### config.mk
export PLATFORM = sky130hd
export DESIGN_NAME = ensamblador_punto_fijo
export DESIGN_NICKNAME = d
export VERILOG_FILES = /design/src/rtl/velocimetro_pkg.sv /design/src/rtl/mac_decimal.sv /design/src/rtl/ensamblador_punto_fijo.sv
export SDC_FILE = /design/constraint.sdc
export NUM_CORES = 1
export LEC_CHECK = 0
export CORE_UTILIZATION = 55
export DETAILED_ROUTE_END_ITERATION = 16
export PLACE_DENSITY = 0.79
export SKIP_CTS_REPAIR_TIMING = 1
export SYNTH_ARGS = -nofsm -noshare
export SYNTH_HDL_FRONTEND = slang
export SYNTH_HIERARCHICAL = 1
export SYNTH_SLANG_ARGS = --single-unit
### constraint.sdc
create_clock -name clk -period 5.7 [get_ports clk]
set_input_delay 1.14 -clock clk [delete_from_list [all_inputs] [get_ports clk]]
set_output_delay 1.14 -clock clk [all_outputs]
set_load 0.03 [all_outputs]
### src/rtl/velocimetro_pkg.sv
// Shared definitions for the velocimetro fixed-point datapath.
//   estado_t          : keypad number entry states (REPOSO/ENTERO/DECIMAL)
//   ANCHO_*           : widths of the 24-bit speed word {4'b0, entero, frac}
//   ENTERO_MAX        : saturation value of the integer field
//   TABLA_DECIMOS     : decimal tenth -> sixteenths, rounded half up
package velocimetro_pkg;

    typedef enum logic [1:0] {
        REPOSO  = 2'd0,
        ENTERO  = 2'd1,
        DECIMAL = 2'd2
    } estado_t;

    localparam int ANCHO_PUNTO_FIJO = 24;
    localparam int ANCHO_ENTERO     = 16;
    localparam int ANCHO_FRAC       = 4;

    localparam logic [15:0] ENTERO_MAX = 16'hFFFF;

    // Entry d holds round(d*16/10); index 0 is the rightmost nibble.
    localparam logic [9:0][3:0] TABLA_DECIMOS = {
        4'd14, 4'd13, 4'd11, 4'd10, 4'd8,
        4'd6,  4'd5,  4'd3,  4'd2,  4'd0
    };

    // Caller guarantees d <= 9.
    function automatic logic [3:0] decimo_a_dieciseisavos(input logic [3:0] d);
        return TABLA_DECIMOS[d];
    endfunction

endpackage

### src/rtl/mac_decimal.sv
// Combinational decimal shift-and-add: resultado = acc*10 + digito,
// saturated to ENTERO_MAX.
//   acc       : current integer accumulator
//   digito    : BCD digit to append (0..9)
//   resultado : saturated acc*10 + digito
//   desborde  : high when the unsaturated value exceeded ENTERO_MAX
module mac_decimal
    import velocimetro_pkg::*;
(
    input  logic [ANCHO_ENTERO-1:0] acc,
    input  logic [3:0]              digito,
    output logic [ANCHO_ENTERO-1:0] resultado,
    output logic                    desborde
);

    // 65535*10 + 9 fits in 20 bits, so the wide sum never wraps.
    logic [19:0] ampliado;

    always_comb begin
        ampliado  = ({4'b0, acc} << 3) + ({4'b0, acc} << 1) + {16'b0, digito};
        desborde  = (ampliado > {4'b0, ENTERO_MAX});
        resultado = desborde ? ENTERO_MAX : ampliado[15:0];
    end

endmodule

### src/rtl/ensamblador_punto_fijo.sv
// Digit-serial decimal to fixed-point composer for keypad entry.
// Integer digits, an optional comma and one fractional digit are folded
// into the speed word {4'b0, entero[15:0], frac[3:0]}.
//   clk, rst_n     : clock, asynchronous active-low reset
//   inicio         : starts a new number (clears accumulator and flags)
//   digito         : BCD digit, qualified by digito_valido
//   coma           : following digit is fractional
//   fin            : number complete; result appears one cycle later
//   fixedPoint     : last assembled word, held until the next valido
//   valido         : one-cycle pulse when fixedPoint is updated
//   ocupado        : a number is being entered
//   desborde       : sticky integer saturation flag
//   error_digito   : sticky non-BCD digit flag
module ensamblador_punto_fijo
    import velocimetro_pkg::*;
#(
    parameter int MAX_DIGITOS  = 5,
    parameter int ANCHO_ENTERO = 16,
    parameter int ANCHO_FRAC   = 4
) (
    input  logic        clk,
    input  logic        rst_n,
    input  logic        inicio,
    input  logic [3:0]  digito,
    input  logic        digito_valido,
    input  logic        coma,
    input  logic        fin,
    output logic [23:0] fixedPoint,
    output logic        valido,
    output logic        ocupado,
    output logic        desborde,
    output logic        error_digito
);

    localparam int CW = $clog2(MAX_DIGITOS + 1);
    localparam logic [CW-1:0] CNT_MAX = CW'(MAX_DIGITOS);
    localparam int RELLENO = ANCHO_PUNTO_FIJO - ANCHO_ENTERO - ANCHO_FRAC;

    estado_t                 estado_reg, estado_next;
    logic [ANCHO_ENTERO-1:0] acc_reg, acc_next;
    logic [ANCHO_FRAC-1:0]   frac_reg, frac_next;
    logic                    frac_tomada_reg, frac_tomada_next;
    logic [CW-1:0]           cnt_reg, cnt_next;
    logic [23:0]             fixed_reg, fixed_next;
    logic                    valido_reg, valido_next;
    logic                    desborde_reg, desborde_next;
    logic                    error_reg, error_next;

    logic [ANCHO_ENTERO-1:0] mac_resultado;
    logic                    mac_desborde;
    logic                    digito_bueno;
    logic                    digito_malo;

    mac_decimal u_mac (
        .acc       (acc_reg),
        .digito    (digito),
        .resultado (mac_resultado),
        .desborde  (mac_desborde)
    );

    assign digito_bueno = digito_valido && (digito <= 4'd9);
    assign digito_malo  = digito_valido && (digito > 4'd9);

    always_ff @(posedge clk or negedge rst_n) begin
        if (!rst_n) begin
            estado_reg      <= REPOSO;
            acc_reg         <= '0;
            frac_reg        <= '0;
            frac_tomada_reg <= 1'b0;
            cnt_reg         <= '0;
            fixed_reg       <= '0;
            valido_reg      <= 1'b0;
            desborde_reg    <= 1'b0;
            error_reg       <= 1'b0;
        end else begin
            estado_reg      <= estado_next;
            acc_reg         <= acc_next;
            frac_reg        <= frac_next;
            frac_tomada_reg <= frac_tomada_next;
            cnt_reg         <= cnt_next;
            fixed_reg       <= fixed_next;
            valido_reg      <= valido_next;
            desborde_reg    <= desborde_next;
            error_reg       <= error_next;
        end
    end

    always_comb begin
        estado_next      = estado_reg;
        acc_next         = acc_reg;
        frac_next        = frac_reg;
        frac_tomada_next = frac_tomada_reg;
        cnt_next         = cnt_reg;
        fixed_next       = fixed_reg;
        valido_next      = 1'b0;
        desborde_next    = desborde_reg;
        error_next       = error_reg;

        if (inicio) begin
            acc_next         = '0;
            frac_next        = '0;
            frac_tomada_next = 1'b0;
            cnt_next         = '0;
            desborde_next    = 1'b0;
            error_next       = 1'b0;
            estado_next      = ENTERO;
        end else if (estado_reg != REPOSO) begin
            if (digito_malo) begin
                error_next = 1'b1;
            end

            if (estado_reg == ENTERO && digito_bueno) begin
                // A sixth digit saturates even if the value itself would fit.
                if (mac_desborde || cnt_reg == CNT_MAX) begin
                    acc_next      = ENTERO_MAX;
                    desborde_next = 1'b1;
                end else begin
                    acc_next = mac_resultado;
                end
                if (cnt_reg != CNT_MAX) begin
                    cnt_next = cnt_reg + 1'b1;
                end
            end

            // Only the first fractional digit counts; the rest truncate.
            if (estado_reg == DECIMAL && digito_bueno && !frac_tomada_reg) begin
                frac_next        = decimo_a_dieciseisavos(digito);
                frac_tomada_next = 1'b1;
            end

            // fin wins over a coincident coma; the word includes this
            // cycle's digit because it is built from the _next values.
            if (fin) begin
                fixed_next  = {{RELLENO{1'b0}}, acc_next, frac_next};
                valido_next = 1'b1;
                estado_next = REPOSO;
            end else if (coma && estado_reg == ENTERO) begin
                estado_next = DECIMAL;
            end
        end
    end

    assign fixedPoint   = fixed_reg;
    assign valido       = valido_reg;
    assign ocupado      = (estado_reg != REPOSO);
    assign desborde     = desborde_reg;
    assign error_digito = error_reg;

endmodule

==> Word level (Yosys, flattened, before mapping) <==
Memory sizes are Yosys's and may differ from the RTL's.
Cells that the tools add are included.
{ "classes": {"n_addsub": 3, "magnitude_cmp": 4, "eq_ne": 4, "n_mux": 30, "bitwise_logic": 1, "reduce_logical": 22} }
{ "ops": {"columns": ["cell", "count"], "rows": [
  ["two-way mux 16 bit", 5],
  ["adder 19 x 17 -> 20 bit", 1],
  ["adder 20 x 4 -> 20 bit", 1],
  ["greater-than comparator 20 x 16 -> 1 bit (second input constant)", 1],
  ["two-way mux 4 bit", 4],
  ["nonzero test 2 bit", 7],
  ["two-way mux 1 bit", 13],
  ["two-way mux 3 bit", 4],
  ["AND reduction 3 bit", 3],
  ["two-way mux 2 bit", 4],
  ["logical AND 1 bit", 6],
  ["AND reduction 2 bit", 3],
  ["< comparator 4 x 5 -> 1 bit (second input constant)", 1],
  ["greater-than comparator 4 bit (second input constant)", 1],
  ["<= comparator 4 bit (second input constant)", 1],
  ["adder 3 x 1 -> 3 bit (second input constant)", 1],
  ["== test 3 bit (second input constant)", 1],
  ["inequality test 3 bit (second input constant)", 1],
  ["nonzero test 3 bit", 1],
  ["== test 2 x 1 -> 1 bit (second input constant)", 1],
  ["== test 2 bit (second input constant)", 1],
  ["zero test 1 bit", 1],
  ["logical OR 1 bit", 1],
  ["inverter 1 bit", 1]
]} }
{ "word_totals": {"regBits": 49, "romBits": 64, "input_bits": 10, "out_inout_bits": 28, "elab_cells": 74, "memories": 1} }
{ "memory_table": {"columns": ["memory", "depth", "word_bits", "rd", "rd_clocked_by_memory_dff", "wr", "line", "rtl"], "rows": [
  ["(name not given)", 16, 4, 1, 0, 0, "velocimetro_pkg.sv:28", "return TABLA_DECIMOS[d];"]
]} }

==> Logic depth before layout (Yosys ltp) <==
{ "depth": {"depth_word": 8, "depth_mapped": 16, "mapped_depth_nobuf": 14} }

==> Cells and area by module <==
Netlist, hierarchy kept.
{ "modules_own_cells": {"columns": ["module", "n_inst", "cells_each", "area_each_um2", "seq_area_each_um2"], "rows": [
  ["ensamblador_punto_fijo", 1, 219, 2217.1, 1226.2],
  ["mac_decimal", 1, 140, 1117.3, 0.0]
]} }

==> Worst setup path after synthesis <==
Ideal clock, no wire load.
{ "synth_path": {"path_type": "in2reg", "startpoint": "in digito[3]", "endpoint": "reg fixed_reg[8], in the netlist fixedPoint[8]", "setup_ns": 0.135, "arrival_time_ns": 4.681, "required_ns": 5.565, "slack_ns": 0.884, "stages": 15, "path_buffers": 2, "cell_sequence": "fa_1 -> fa_1 -> a21o_1 -> a221oi_2 -> o211ai_1 -> nand2_1 -> a211oi_1 -> a2111oi_4 -> buf_6 -> inv_1 -> a21o_1 -> a2111o_1 -> clkbuf_1 -> o22ai_1 -> o21ai_0"} }
{ "synth_via": {"elab_chain_cells": 5, "word_cells_on_any_way": 9, "cone_classes": "add/sub: 1; order compare: 2; mux: 3; reduce/logical: 3"} }
{ "synth_lines": {"columns": ["element", "line", "rtl"], "rows": [
  ["start: declaration", "ensamblador_punto_fijo.sv:24", "input logic [3:0] digito,"],
  ["adder 20 x 4 -> 20 bit *", "mac_decimal.sv:20", "ampliado = ({4'b0, acc} << 3) + ({4'b0, acc} << 1) + {16'b0, digito};"],
  ["greater-than comparator 20 x 16 -> 1 bit *", "mac_decimal.sv:21", "desborde = (ampliado > {4'b0, ENTERO_MAX});"],
  ["named net mac_desborde", "ensamblador_punto_fijo.sv:50", "logic mac_desborde;"],
  ["two-way mux 16 bit / logical OR 1 bit (equally long branches)", "mac_decimal.sv:22, ensamblador_punto_fijo.sv:114", null],
  ["two-way mux 16 bit *", "ensamblador_punto_fijo.sv:114", "if (mac_desborde || cnt_reg == CNT_MAX) begin"],
  ["two-way mux 16 bit *", "ensamblador_punto_fijo.sv:112", "if (estado_reg == ENTERO && digito_bueno) begin"],
  ["end signal: assignment", "ensamblador_punto_fijo.sv:81", "fixed_reg <= fixed_next;"],
  ["end: declaration", "ensamblador_punto_fijo.sv:44", "logic [23:0] fixed_reg, fixed_next;"]
]} }
The timed path passes the listed nets; every way through them passes the cells marked *.
A chain may end at the register's enable or synchronous reset.

==> Worst setup path in the final report <==
{ "layout_path": {"startpoint": "in digito[2]", "endpoint": "reg acc_reg[0]"} }
{ "layout_via": {"elab_chain_cells": 7, "word_cells_on_any_way": 11, "cone_classes": "add/sub: 1; order compare: 2; mux: 5; reduce/logical: 3"} }
{ "layout_lines": {"columns": ["element", "line", "rtl"], "rows": [
  ["adder 20 x 4 -> 20 bit *", "mac_decimal.sv:20", null],
  ["greater-than comparator 20 x 16 -> 1 bit *", "mac_decimal.sv:21", null],
  ["named net mac_desborde", "ensamblador_punto_fijo.sv:50", null],
  ["two-way mux 16 bit / logical OR 1 bit (equally long branches)", "mac_decimal.sv:22, ensamblador_punto_fijo.sv:114", null],
  ["two-way mux 16 bit *", "ensamblador_punto_fijo.sv:114", null],
  ["two-way mux 16 bit *", "ensamblador_punto_fijo.sv:112", null],
  ["two-way mux 16 bit *", "ensamblador_punto_fijo.sv:107", "end else if (estado_reg != REPOSO) begin"],
  ["two-way mux 16 bit *", "ensamblador_punto_fijo.sv:99", "if (inicio) begin"],
  ["end signal: assignment", "ensamblador_punto_fijo.sv:77", "acc_reg <= acc_next;"],
  ["end: declaration", "ensamblador_punto_fijo.sv:40", "logic [ANCHO_ENTERO-1:0] acc_reg, acc_next;"]
]} }
The timed path passes the listed nets; every way through them passes the cells marked *. The select of a mux whose other input is x is not followed.

==> flow_results.xml <==
<?xml version="1.0" encoding="UTF-8"?>
<metrics>
  <group name="run_status">
    <metric name="run_status" unit="">finished clean</metric>
  </group>
  <group name="synth">
    <metric name="synth-main-ff-cell" unit="">dfrtp_1</metric>
    <metric name="post_synth_most_frequent_cells" unit="">nand2_1 (60), dfrtp_1 (49), ha_1 (37), o21ai_0 (37), nor2_1 (16)</metric>
    <metric name="total_of_warnings_raised_by_yosys" unit="">6</metric>
    <metric name="synth-simple-area-share" unit="%">14.97</metric>
    <metric name="post_synthesis_cells" unit="">359</metric>
    <metric name="yosys.area_share.adder" unit="%">15.08</metric>
    <metric name="cell_area_after_technology_mapping" unit="sq um">3334</metric>
    <metric name="synth_top_area_share" unit="%">36.77</metric>
    <metric name="asyncSetResetFlopFracSynth" unit="%">100.0</metric>
    <metric name="synth_compound_area_share" unit="%">23.64</metric>
    <metric name="avgSynthCellArea" unit="sq um">9.288</metric>
    <metric name="synth_seq_cells" unit="">49</metric>
    <metric name="synth_mux_area_share" unit="%">2.477</metric>
    <metric name="yosys_cell_types" unit="">56</metric>
    <metric name="synthXorXnorAreaFrac" unit="%">2.889</metric>
    <metric name="yosysSeqAreaShare" unit="%">36.77</metric>
    <metric name="synth.largest_area_cell" unit="">dfrtp_1</metric>
    <metric name="number_of_enable_type_register_cells_in_the_synthesized_netlist" unit="">0</metric>
    <metric name="synth.area.top_cells" unit="">dfrtp_1 (37%), ha_1 (14%), nand2_1 (6.8%)</metric>
    <metric name="most_numerous_cell_in_the_yosys_netlist" unit="">nand2_1</metric>
    <metric name="synth_top_family_by_area" unit="">compound AO/OA/AOI/OAI gates</metric>
  </group>
  <group name="sta">
    <metric name="rsz0062_at_grt" unit="">no</metric>
    <metric name="hold_slack" unit="ps">484.3</metric>
    <metric name="tightestPinTransition" unit="ps">1075</metric>
    <metric name="achievable_freq" unit="GHz">0.1942</metric>
    <metric name="finalMaxSlewViolations" unit="">0</metric>
    <metric name="number_of_setup_violations_in_the_final_report" unit="">0</metric>
    <metric name="period_needed" unit="ps">5148</metric>
    <metric name="fin_clk_skew" unit="ps">4.485</metric>
    <metric name="fin_crit_sh" unit="%">90.32</metric>
    <metric name="final_number_of_hold_violating_endpoints" unit="">0</metric>
    <metric name="tns" unit="ps">0</metric>
    <metric name="slew_headroom" unit="%">28.05</metric>
  </group>
  <group name="worst_setup_path">
    <metric name="timing.critical_path.required" unit="ps">5880</metric>
    <metric name="r2r_slack" unit="ps">1480</metric>
    <metric name="crit-reg2reg-launch" unit="">acc_reg[0]</metric>
    <metric name="rr_worst_depth" unit="">13</metric>
    <metric name="crit_type" unit="">input pin to register</metric>
    <metric name="critical_path.startpoint_type" unit="">input pin</metric>
    <metric name="worstReg2RegEnd" unit="">acc_reg[0]</metric>
    <metric name="critical_path_peak_fanout" unit="">15</metric>
    <metric name="worstPathArrival" unit="ps">5330</metric>
    <metric name="cp-end-kind" unit="">register</metric>
  </group>
  <group name="floorplan">
    <metric name="die-area" unit="sq um">6378</metric>
    <metric name="initial_core_utilization" unit="%">58.75</metric>
    <metric name="die_h" unit="um">79.86</metric>
    <metric name="design.core.area" unit="sq um">5675</metric>
    <metric name="ios" unit="">38</metric>
    <metric name="die_x" unit="um">79.86</metric>
    <metric name="fp-row-count" unit="">27</metric>
  </group>
  <group name="global_route">
    <metric name="antenna_found_initial" unit="">0</metric>
    <metric name="first_global_vias" unit="">2691</metric>
    <metric name="gr-usage-all-layers" unit="%">24.61</metric>
    <metric name="grt_pass1_wl" unit="mm">12.16</metric>
    <metric name="grt_overflow" unit="">0</metric>
    <metric name="grt_max_degree" unit="">50</metric>
  </group>
  <group name="min_path">
    <metric name="min_path_type" unit="">register to register</metric>
    <metric name="min_to" unit="">fixedPoint[17]</metric>
    <metric name="worst_hold_startpoint" unit="">fixedPoint[17]</metric>
    <metric name="min_path_cells" unit="">2</metric>
  </group>
  <group name="pwr">
    <metric name="leakagePower" unit="nW">1.837</metric>
    <metric name="power" unit="mW">0.8952</metric>
    <metric name="ir_worst_vdd" unit="uV">183.5</metric>
    <metric name="power-per-cell-area" unit="nW/um^2">236.3</metric>
  </group>
  <group name="routing">
    <metric name="detailroute.via_count" unit="">2752</metric>
    <metric name="detail_route.drc_violations" unit="">0</metric>
    <metric name="viasPerCell" unit="">5.970</metric>
    <metric name="wl_per_cell" unit="um">15.47</metric>
    <metric name="drt-pass1-iter-count" unit="">5</metric>
    <metric name="wirelength" unit="mm">7.132</metric>
    <metric name="detail-route-antenna-nets" unit="">0</metric>
    <metric name="initialDrtViolationCount" unit="">169</metric>
  </group>
  <group name="finish">
    <metric name="syn_to_final_growth" unit="%">13.62</metric>
    <metric name="insertedDiodeCount" unit="">0</metric>
    <metric name="largest_register_ff_count" unit="">20</metric>
    <metric name="fin_nets" unit="">437</metric>
    <metric name="share_of_final_layout_standard_cells_stronger_than_drive_strength_1" unit="%">6.427</metric>
    <metric name="stdcell_count" unit="">461</metric>
  </group>
  <group name="clocking">
    <metric name="cts.clk_slew.worst_paths" unit="ps">90</metric>
    <metric name="cts-root-buf" unit="">clkbuf_8</metric>
    <metric name="clock-sinks" unit="">49</metric>
    <metric name="clock_insertion_delay_worst_skew" unit="ps">310</metric>
    <metric name="total_cts_buffers" unit="">5</metric>
    <metric name="htreeDepth" unit="">2</metric>
    <metric name="tritoncts" unit="">yes</metric>
    <metric name="clockBufferDepth" unit="">2</metric>
  </group>
  <group name="place">
    <metric name="port_buffers" unit="">33</metric>
    <metric name="gp_congestion" unit="">0.9364</metric>
    <metric name="dp_hpwl" unit="mm">5.241</metric>
    <metric name="placed_cells" unit="">453</metric>
  </group>
  <group name="run">
    <metric name="drv_cap" unit="">0</metric>
  </group>
</metrics>
## critical path, stage by stage
cell and delay [ps]:
clkdlybuf4s50_1 620, ha_1 280, ha_1 230, fa_1 410, a21o_1 220, a221oi_2 350, o211ai_1 190, nand2_1 130
a211oi_1 110, a2111oi_4 350, inv_1 80, a21o_1 190, a2111o_1 600, o22ai_1 310, o21ai_0 110
## logic make-up (layout without fill, tap and decap cells)
logic type,after synthesis,in the layout
XOR/XNOR,11,11
other,1,4
AND/OR/NAND/NOR,109,109
multiplexers,8,8
buffers and inverters,29,56
adder cells (fa/ha/maj),39,39
AO/OA/AOI/OAI,113,113
flip-flops,49,49
## layer usage
layer  vias to the layer above  routed length [um]  track usage, %  part of all wire (%)
met5                         -                   0               0                     0
met4                         0                 150           10.71                   2.1
met3                        14                 295           4.457                   4.1
li1                       1358                   -               -                     -
met2                        76                3427           41.71                    48
met1                      1304                3258           30.52                    46
## through the flow
stage / worst slack [ps] / utilization, % / area [sq um]
2_1_floorplan: 884.4 / - / 3346
3_3_place_gp: 354.6 / 65.23 / 3702
3_5_place_dp: 253.4 / 65.23 / 3702
4_1_cts: 611.4 / 66.75 / 3789
5_1_grt: 390.1 / 66.75 / 3789
6_report: 552.0 / 66.75 / 3789
## cell type report
class                           count  area [sq um]
Multi-Input combinational cell    284          1989
Clock buffer                        5         68.82
Fill cell                         452          1887
Clock inverter                      3         17.52
Tap cell                           72         90.09
Timing Repair Buffer               37         355.3
Sequential cell                    49          1226
Inverter                           11         41.29
## cell usage in the layout, fill, tap and decap left out, types with 3 or more instances in the layout
| cell type | n |
|---|---|
| nand2_1 | 60 |
| dfrtp_1 | 49 |
| o21ai_0 | 37 |
| ha_1 | 37 |
| clkdlybuf4s50_1 | 32 |
| nor2_1 | 16 |
| o22ai_1 | 15 |
| inv_1 | 11 |
| a21oi_1 | 11 |
| nand2b_1 | 7 |
| xor2_1 | 7 |
| a21o_1 | 6 |
| mux2i_1 | 6 |
| nor3_1 | 5 |
| clkbuf_8 | 5 |
| o21ai_1 | 4 |
| a32o_1 | 4 |
| conb_1 | 4 |
| buf_4 | 4 |
| xnor2_1 | 4 |
| a211oi_1 | 3 |
| o21a_1 | 3 |
| o31ai_1 | 3 |
| nor2b_1 | 3 |
| o211ai_1 | 3 |
| nand4_1 | 3 |
| a31oi_1 | 3 |
## power breakdown
| part | total, mW | switching, mW | internal (mW) | leakage, nW |
|---|---|---|---|---|
| registers | 0.403 | 0.0248 | 0.379 | 0.662 |
| logic | 0.285 | 0.172 | 0.113 | 1.13 |
| clock network | 0.207 | 0.122 | 0.0849 | 0.0439 |
| total | 0.895 | 0.319 | 0.577 | 1.84 |
## worst max path at each step
stage	from	to	slack [ps]	depth (start not counted)
floorplan	digito[3]	fixedPoint[8]	880	15
global placement	digito[2]	fixedPoint[4]	350	15
detailed placement	digito[2]	acc_reg[0]	250	15
CTS	digito[2]	acc_reg[0]	610	15
global route	digito[2]	fixedPoint[4]	390	15
finish	digito[2]	acc_reg[0]	550	15
Power figures use the tool's default switching activity.
